**src/rtl/ks_pkg.sv**
```systemverilog
// Shared types and helpers for the pipelined Kogge-Stone adder.
package ks_pkg;

  typedef struct packed {
    logic g;
    logic p;
  } gp_t;

  typedef logic stage_vld_t;

  function automatic int unsigned ks_log2(input int unsigned n);
    int unsigned r;
    r = 0;
    for (int unsigned i = 0; i < 32; i++) begin
      if ((32'd1 << i) < n) r = i + 1;
    end
    return r;
  endfunction

endpackage

```
**src/rtl/ks_prefix_level.sv**
```systemverilog
// One combinational Kogge-Stone prefix level; bits below SPAN pass through.
module ks_prefix_level
  import ks_pkg::*;
#(
  parameter int unsigned WIDTH = 32,
  parameter int unsigned SPAN  = 1
) (
  input  gp_t [WIDTH-1:0] i_gp,
  output gp_t [WIDTH-1:0] o_gp
);

  for (genvar i = 0; i < int'(WIDTH); i++) begin : g_bit
    if (i >= int'(SPAN)) begin : g_comb
      assign o_gp[i].g = i_gp[i].g | (i_gp[i-int'(SPAN)].g & i_gp[i].p);
      assign o_gp[i].p = i_gp[i].p & i_gp[i-int'(SPAN)].p;
    end else begin : g_pass
      assign o_gp[i] = i_gp[i];
    end
  end

endmodule

```
**src/rtl/ks_adder_pipe.sv**
```systemverilog
// Pipelined Kogge-Stone adder/subtractor with valid/ready flow control and a
// single global advance enable shared by every stage.
module ks_adder_pipe
  import ks_pkg::*;
#(
  parameter int unsigned WIDTH   = 32,
  parameter bit          OUT_REG = 1'b1
) (
  input  logic             clk,
  input  logic             rst,
  input  logic             in_valid,
  output logic             in_ready,
  input  logic [WIDTH-1:0] a,
  input  logic [WIDTH-1:0] b,
  input  logic             cin,
  input  logic             sub,
  output logic             out_valid,
  input  logic             out_ready,
  output logic [WIDTH-1:0] sum,
  output logic             cout,
  output logic             ovf
);

  localparam int unsigned LOG = ks_log2(WIDTH);

  logic                   w_advance;
  logic [WIDTH-1:0]       w_b;
  logic [WIDTH-1:0]       w_pp;
  logic                   w_c0;
  gp_t  [WIDTH-1:0]       w_gp0;
  gp_t  [WIDTH-1:0]       w_gp [0:LOG-1];

  stage_vld_t             r_vld [0:LOG];
  gp_t  [WIDTH-1:0]       r_gp  [0:LOG];
  logic [WIDTH-1:0]       r_p   [0:LOG];
  logic                   r_c0  [0:LOG];

  logic [WIDTH-1:0]       w_carry;
  logic [WIDTH-1:0]       w_sum;
  logic                   w_cout;
  logic                   w_ovf;
  logic                   w_unused_p;

  assign w_advance = out_ready || !out_valid;
  assign in_ready  = w_advance;

  // Carry-in is folded into bit 0's generate so every prefix group includes it.
  always_comb begin
    w_b   = sub ? ~b : b;
    w_c0  = sub | cin;
    w_pp  = a ^ w_b;
    w_gp0 = '0;
    for (int unsigned i = 0; i < WIDTH; i++) begin
      w_gp0[i].g = a[i] & w_b[i];
      w_gp0[i].p = w_pp[i];
    end
    w_gp0[0].g = (a[0] & w_b[0]) | (w_pp[0] & w_c0);
  end

  for (genvar k = 0; k < int'(LOG); k++) begin : g_lvl
    ks_prefix_level #(
      .WIDTH (WIDTH),
      .SPAN  (1 << k)
    ) u_lvl (
      .i_gp (r_gp[k]),
      .o_gp (w_gp[k])
    );
  end

  always_ff @(posedge clk or posedge rst) begin
    if (rst) begin
      for (int unsigned k = 0; k <= LOG; k++) begin
        r_vld[k] <= 1'b0;
        r_gp[k]  <= '0;
        r_p[k]   <= '0;
        r_c0[k]  <= 1'b0;
      end
    end else if (w_advance) begin
      r_vld[0] <= in_valid;
      r_gp[0]  <= w_gp0;
      r_p[0]   <= w_pp;
      r_c0[0]  <= w_c0;
      for (int unsigned k = 0; k < LOG; k++) begin
        r_vld[k+1] <= r_vld[k];
        r_gp[k+1]  <= w_gp[k];
        r_p[k+1]   <= r_p[k];
        r_c0[k+1]  <= r_c0[k];
      end
    end
  end

  always_comb begin
    w_carry    = '0;
    w_unused_p = 1'b0;
    for (int unsigned i = 0; i < WIDTH; i++) begin
      w_carry[i] = r_gp[LOG][i].g;
      w_unused_p = w_unused_p ^ r_gp[LOG][i].p;
    end
    w_sum  = r_p[LOG] ^ {w_carry[WIDTH-2:0], r_c0[LOG]};
    w_cout = w_carry[WIDTH-1];
    w_ovf  = w_carry[WIDTH-1] ^ w_carry[WIDTH-2];
  end

  if (OUT_REG) begin : g_oreg
    logic             r_out_vld;
    logic [WIDTH-1:0] r_sum;
    logic             r_cout;
    logic             r_ovf;

    always_ff @(posedge clk or posedge rst) begin
      if (rst) begin
        r_out_vld <= 1'b0;
        r_sum     <= '0;
        r_cout    <= 1'b0;
        r_ovf     <= 1'b0;
      end else if (w_advance) begin
        r_out_vld <= r_vld[LOG];
        r_sum     <= w_sum;
        r_cout    <= w_cout;
        r_ovf     <= w_ovf;
      end
    end

    assign out_valid = r_out_vld;
    assign sum       = r_sum;
    assign cout      = r_cout;
    assign ovf       = r_ovf;
  end else begin : g_ocomb
    assign out_valid = r_vld[LOG];
    assign sum       = w_sum;
    assign cout      = w_cout;
    assign ovf       = w_ovf;
  end

endmodule

```
**config.mk**
```make
export PLATFORM = sky130hd
export DESIGN_NAME = ks_adder_pipe
export DESIGN_NICKNAME = d
export VERILOG_FILES = /design/src/rtl/ks_pkg.sv /design/src/rtl/ks_prefix_level.sv /design/src/rtl/ks_adder_pipe.sv
export SDC_FILE = /design/constraint.sdc
export NUM_CORES = 1
export LEC_CHECK = 0
export CORE_ASPECT_RATIO = 0.8
export CORE_MARGIN = 4
export CORE_UTILIZATION = 35
export CTS_BUF_LIST = sky130_fd_sc_hd__clkbuf_8
export CTS_CLUSTER_SIZE = 8
export DETAILED_ROUTE_END_ITERATION = 10
export GPL_TIMING_DRIVEN = 0
export PLACE_DENSITY = 0.56
export SYNTH_ARGS = -nofsm -noshare
export SYNTH_HDL_FRONTEND = slang
export SYNTH_SLANG_ARGS = --single-unit
```
**constraint.sdc**
```tcl
create_clock -name clk -period 16.52 [get_ports clk]
set_clock_uncertainty 0.1 [all_clocks]
set_input_delay 1.652 -clock clk [delete_from_list [all_inputs] [get_ports clk]]
set_output_delay 1.652 -clock clk [all_outputs]
set_load 0.1 [all_outputs]
```
After elaboration in Yosys (flattened, before gate mapping)
Cells that the tools add are included.
{ "totals": {"reg_bits": 560, "word_cells": 741} }
{ "classes": {"mux": 1, "bitwise_logic": 395, "n_reduce_logical": 2} }
{ "op_table": {"columns": ["operator", "n"], "rows": [
  ["1-bit bitwise AND", 260],
  ["1-bit OR", 131],
  ["32-bit XOR", 2],
  ["32-bit two-way mux", 1],
  ["32-bit NOT", 1],
  ["1-bit zero test", 1],
  ["1-bit logical OR", 1],
  ["1-bit XOR", 1]
]} }

Longest topological paths before layout
{ "logic_depth": {"ltp_word": 5, "ltp_mapped": 8} }

By module
A second synthesis with hierarchy kept.
{ "hier_totals": {"hier_cells": 1608, "area_unflattened_um2": 24144.4} }
{ "modules_own_cells": {"columns": ["module", "n_inst", "cells_per_inst", "area_per_inst_um2"], "rows": [
  ["ks_adder_pipe", 1, 1288, 21884.7],
  ["ks_prefix_level at g_lvl[4].u_lvl", 1, 64, 461.7],
  ["ks_prefix_level at g_lvl[3].u_lvl", 1, 64, 457.9],
  ["ks_prefix_level at g_lvl[2].u_lvl", 1, 64, 451.7],
  ["ks_prefix_level at g_lvl[1].u_lvl", 1, 64, 445.4],
  ["ks_prefix_level at g_lvl[0].u_lvl", 1, 64, 442.9]
]} }

Worst setup path after synthesis
Ideal clock, no wire load.
{ "synth_path": {"path_kind": "input-to-output", "from": "input out_ready", "to": "output in_ready", "t_arrival_ns": 2.447, "slack_ns": 12.321, "cell_stages": 6, "path_buffers": 4, "cell_sequence": "nor2b_2 buf_6 buf_6 inv_6 buf_8 buf_6"} }
{ "synth_via": {"elab_chain_cells": 1} }
{ "synth_rtl": {"columns": ["element", "line_no", "text"], "rows": [
  ["start, declared", "ks_adder_pipe.sv:18", "input logic out_ready,"],
  ["1-bit logical OR", "ks_adder_pipe.sv:44", "assign w_advance = out_ready || !out_valid;"],
  ["end, declared", "ks_adder_pipe.sv:12", "output logic in_ready,"]
]} }
Every way passes these cells.

Worst setup path in the final report
Ends and elaborated chain as after synthesis.

==> impl_results.md <==
* I/O pins at around 110
* Worst-Margin Slew at 1.023 ns
* Hold Path Depth at 1
* GP Congestion at between 0.8 and 0.9
* Synth warn at 0
* Rel. slew slack at between 30% and 40%
* Fillers at 6012
* Synth Flop Type: dfrtp_1
* # port buffers at approximately 100
* Total power at 5.310 mW
* Endpoint, Worst Hold: r_p[121]
* Drt initial violations at 962
* Part of the cycle the worst path needs at a little under two fifths
* HP Class: reg2reg
* Async S/R FF share, synth at 100.0%
* Die Y-Extent at 236.9 um
* Post-synth top cells: dfrtp_1 (529), o21ai_0 (228), nand3b_1 (227)
* CP Class: in2out
* First-pass GRT wire length at between 80000 and 90000 um
* CTS tree: done
* Critical path data arrival time at 4.49 ns
* Final min period at approximately 6.2 ns
* Post-CTS setup buffer count at 0
* Die width at approximately 290 um
* Clock network fraction of total power at between 20 and 25%
* CTS clk-pin slew, worst paths at approximately 0.06 ns
* Max FO, Critical Path at 10
* Avg WL per Cell at between 15 and 20 um
* Largest area contributor in the netlist: dfrtp_1
* RSZ-0062 raised after global routing: false
* Crit Reg-Reg Endpoint: r_gp[141]
* Combinational group share of total power at 33.3%
* Hold path startpoint: r_p[153]
* Final slew viol count at 0
* Setup TNS after final layout at 0 ns
* Drt first pass iters at 5
* Req. time, crit path at 14.77 ns
* Vias in the first global route at 14887
* Seq cells post-synth at about 530
* TritonCTS Buffers at a little under 90
* Mean Syn Cell Area at 13.25 um2
* Starting density of the core at between 30% and 40%
* Number of synthesized flops with an enable pin at 0
* Deepest clock path buffer count at 3
* Tot GR Track Use at 16.38%
* Core area at 64490 um2
* Final Hold Viols at 0
* Dominant cells by area after synthesis: dfrtp_1 (58%), mux2_4 (13%), nand3b_1 (7.4%)
* Total wire length at 56680 um
* Final Non-Filler Cells at 2860
* RR Startpoint: out_valid
* Multi-input gate area at 8976 um2
* Crit end category: output pin
* Syn nets at about 1800
* Synth top area share at roughly 58%
* PostCTS Resize Cnt at 0
* CTS H-tree lvls at 3
* Nets@finish at roughly 2000
* Post-route DRC at 0
* # placed instances at 2699
* TritonCTS Sinks at between 500 and 600
* Register area share after synthesis at slightly below 60%
* DP HPWL at about 42000 um
* Yosys cell types at 21
* Hold Worst Slack at 0.3975 ns
* DP Worst Slack at about 10 ns
* Max_cap viols at 0
* Gate Count Post-Synth at approximately 1700
* Switching portion of total power at 37.23%
* Leakage power at 12.04 nW
* Total grt overflow at 0
* Via count at 14212
* Via density at approximately 5.0
* Final setup fails at 0
* Mapped cell area at 22920 um2
* Most common cell in the netlist: dfrtp_1
* Pint at between 3 and 4 mW
* P_sw at 1.977 mW
* Row count at 83
* Fmax achieved at around 160 MHz
* Die area at ~70000 um2
* Routed Antenna Nets at 0
* Status: complete, no violations
* Startpoint Class: input port
* Post-route worst setup slack at slightly above 10 ns
* Part of the power in registers at between 40% and 50%
* Cts hold-fix bufs at 0
* Latest clock arrival within the worst-skew pair at between 0.6 and 0.7 ns
* Largest net degree at the start of global routing at 44
* Pwr dens at slightly below 200 nW/um2
* Worst vdd rail ir drop at 0.05903 mV
* Share of post-route cells with drive strength above 1 at between 20% and 30%
* Root buf cell: clkbuf_8
* Initial antenna violation count at 3
* Register-to-Register Path Depth at 6
* P&R area growth vs syn at 18.46%
* Reg-to-reg slack, setup at around 14 ns
* Register Area at ~13000 um2
routing by layer:
metal,track usage (%),part of all wire (%),vias to the layer above
li1,-,-,6586
met1,24.31,49,7253
met2,24.11,44,284
met3,3.357,4.5,89
met4,4.971,2.4,0
met5,0,0,-
cell usage in the layout, fill, tap and decap left out:
| master | Yosys | routed |
|---|---|---|
| buf_8 | 19 | 19 |
| xor2_1 | 65 | 65 |
| inv_1 | 2 | 34 |
| clkinvlp_4 | 0 | 3 |
| bufinv_16 | 0 | 1 |
| nor2b_2 | 1 | 1 |
| a31oi_1 | 1 | 1 |
| mux2_2 | 103 | 103 |
| inv_6 | 1 | 5 |
| nand2b_1 | 1 | 1 |
| nand3b_1 | 227 | 227 |
| clkbuf_8 | 0 | 116 |
| buf_6 | 5 | 5 |
| clkdlybuf4s50_1 | 0 | 104 |
| a21oi_1 | 130 | 130 |
| buf_1 | 4 | 4 |
| mux2_4 | 196 | 196 |
| clkinv_2 | 0 | 4 |
| clkbuf_1 | 70 | 70 |
| ha_1 | 32 | 32 |
| nand2_1 | 98 | 98 |
| buf_2 | 15 | 15 |
| nor3b_1 | 2 | 2 |
| dfrtp_1 | 529 | 529 |
| diode_2 | 0 | 1 |
| buf_12 | 0 | 15 |
| o21ai_0 | 228 | 228 |
| nor2_1 | 1 | 1 |
power groups by stage:
stage	clock network, mW	logic, mW	registers [mW]
floorplan	0	1.10	2.47
global placement	0	1.74	2.37
detailed placement	0	1.78	2.39
CTS	1.21	1.79	2.37
global route	1.27	1.91	2.44
finish	1.17	1.77	2.37
how the worst max path moves through the flow:
stage | startpoint | to | slack [ns]
global route | out_ready | in_ready | 10.18
finish | out_ready | in_ready | 10.27
global placement | rst | r_gp[343] | 4.31
detailed placement | out_ready | in_ready | 10.25
floorplan | rst | cout | 7.58
CTS | out_ready | in_ready | 10.24
sequential cells by signal, summed over array words and instances (netlist names):
signal / count
r_gp: 290
r_p: 191
sum: 32
r_c0: 6
r_vld: 6
cout: 1
out_valid: 1
ovf: 1
w_cout: 1
cell type report:
cell class,count,area share [%]
inverters,3,0.07372
multi-input cells,1085,33.05
well taps,850,3.916
plain buffers,113,2.557
diodes,1,0.009215
clock inverters,44,0.8247
clock buffers,116,5.879
repair buffers,119,4.939
flip-flops and latches,529,48.75
critical path, stage by stage:
cell and delay [ns]:
clkdlybuf4s50_1 0.58, nor2b_2 0.07, buf_6 0.17, buf_6 0.19
inv_6 0.21, buf_8 0.22, buf_6 0.21, clkdlybuf4s50_1 1.16
through the flow:
stage | utilization (%) | cell area, um2
final | 42.11 | 27160
after global routing | 42.11 | 27160
after CTS | 42.10 | 27150
after detailed placement | 39.28 | 25330
after global placement | 38.82 | 25030
after floorplan | - | 22930
logic make-up after synthesis:
family	share of synthesized area (%)
flops	57.74
compound gates	7.843
simple gates	9.186
mux	17.90
buf+inv	3.100
xor+xnor	2.483
fa+ha+maj	1.747
Power figures use the tool's default switching activity.
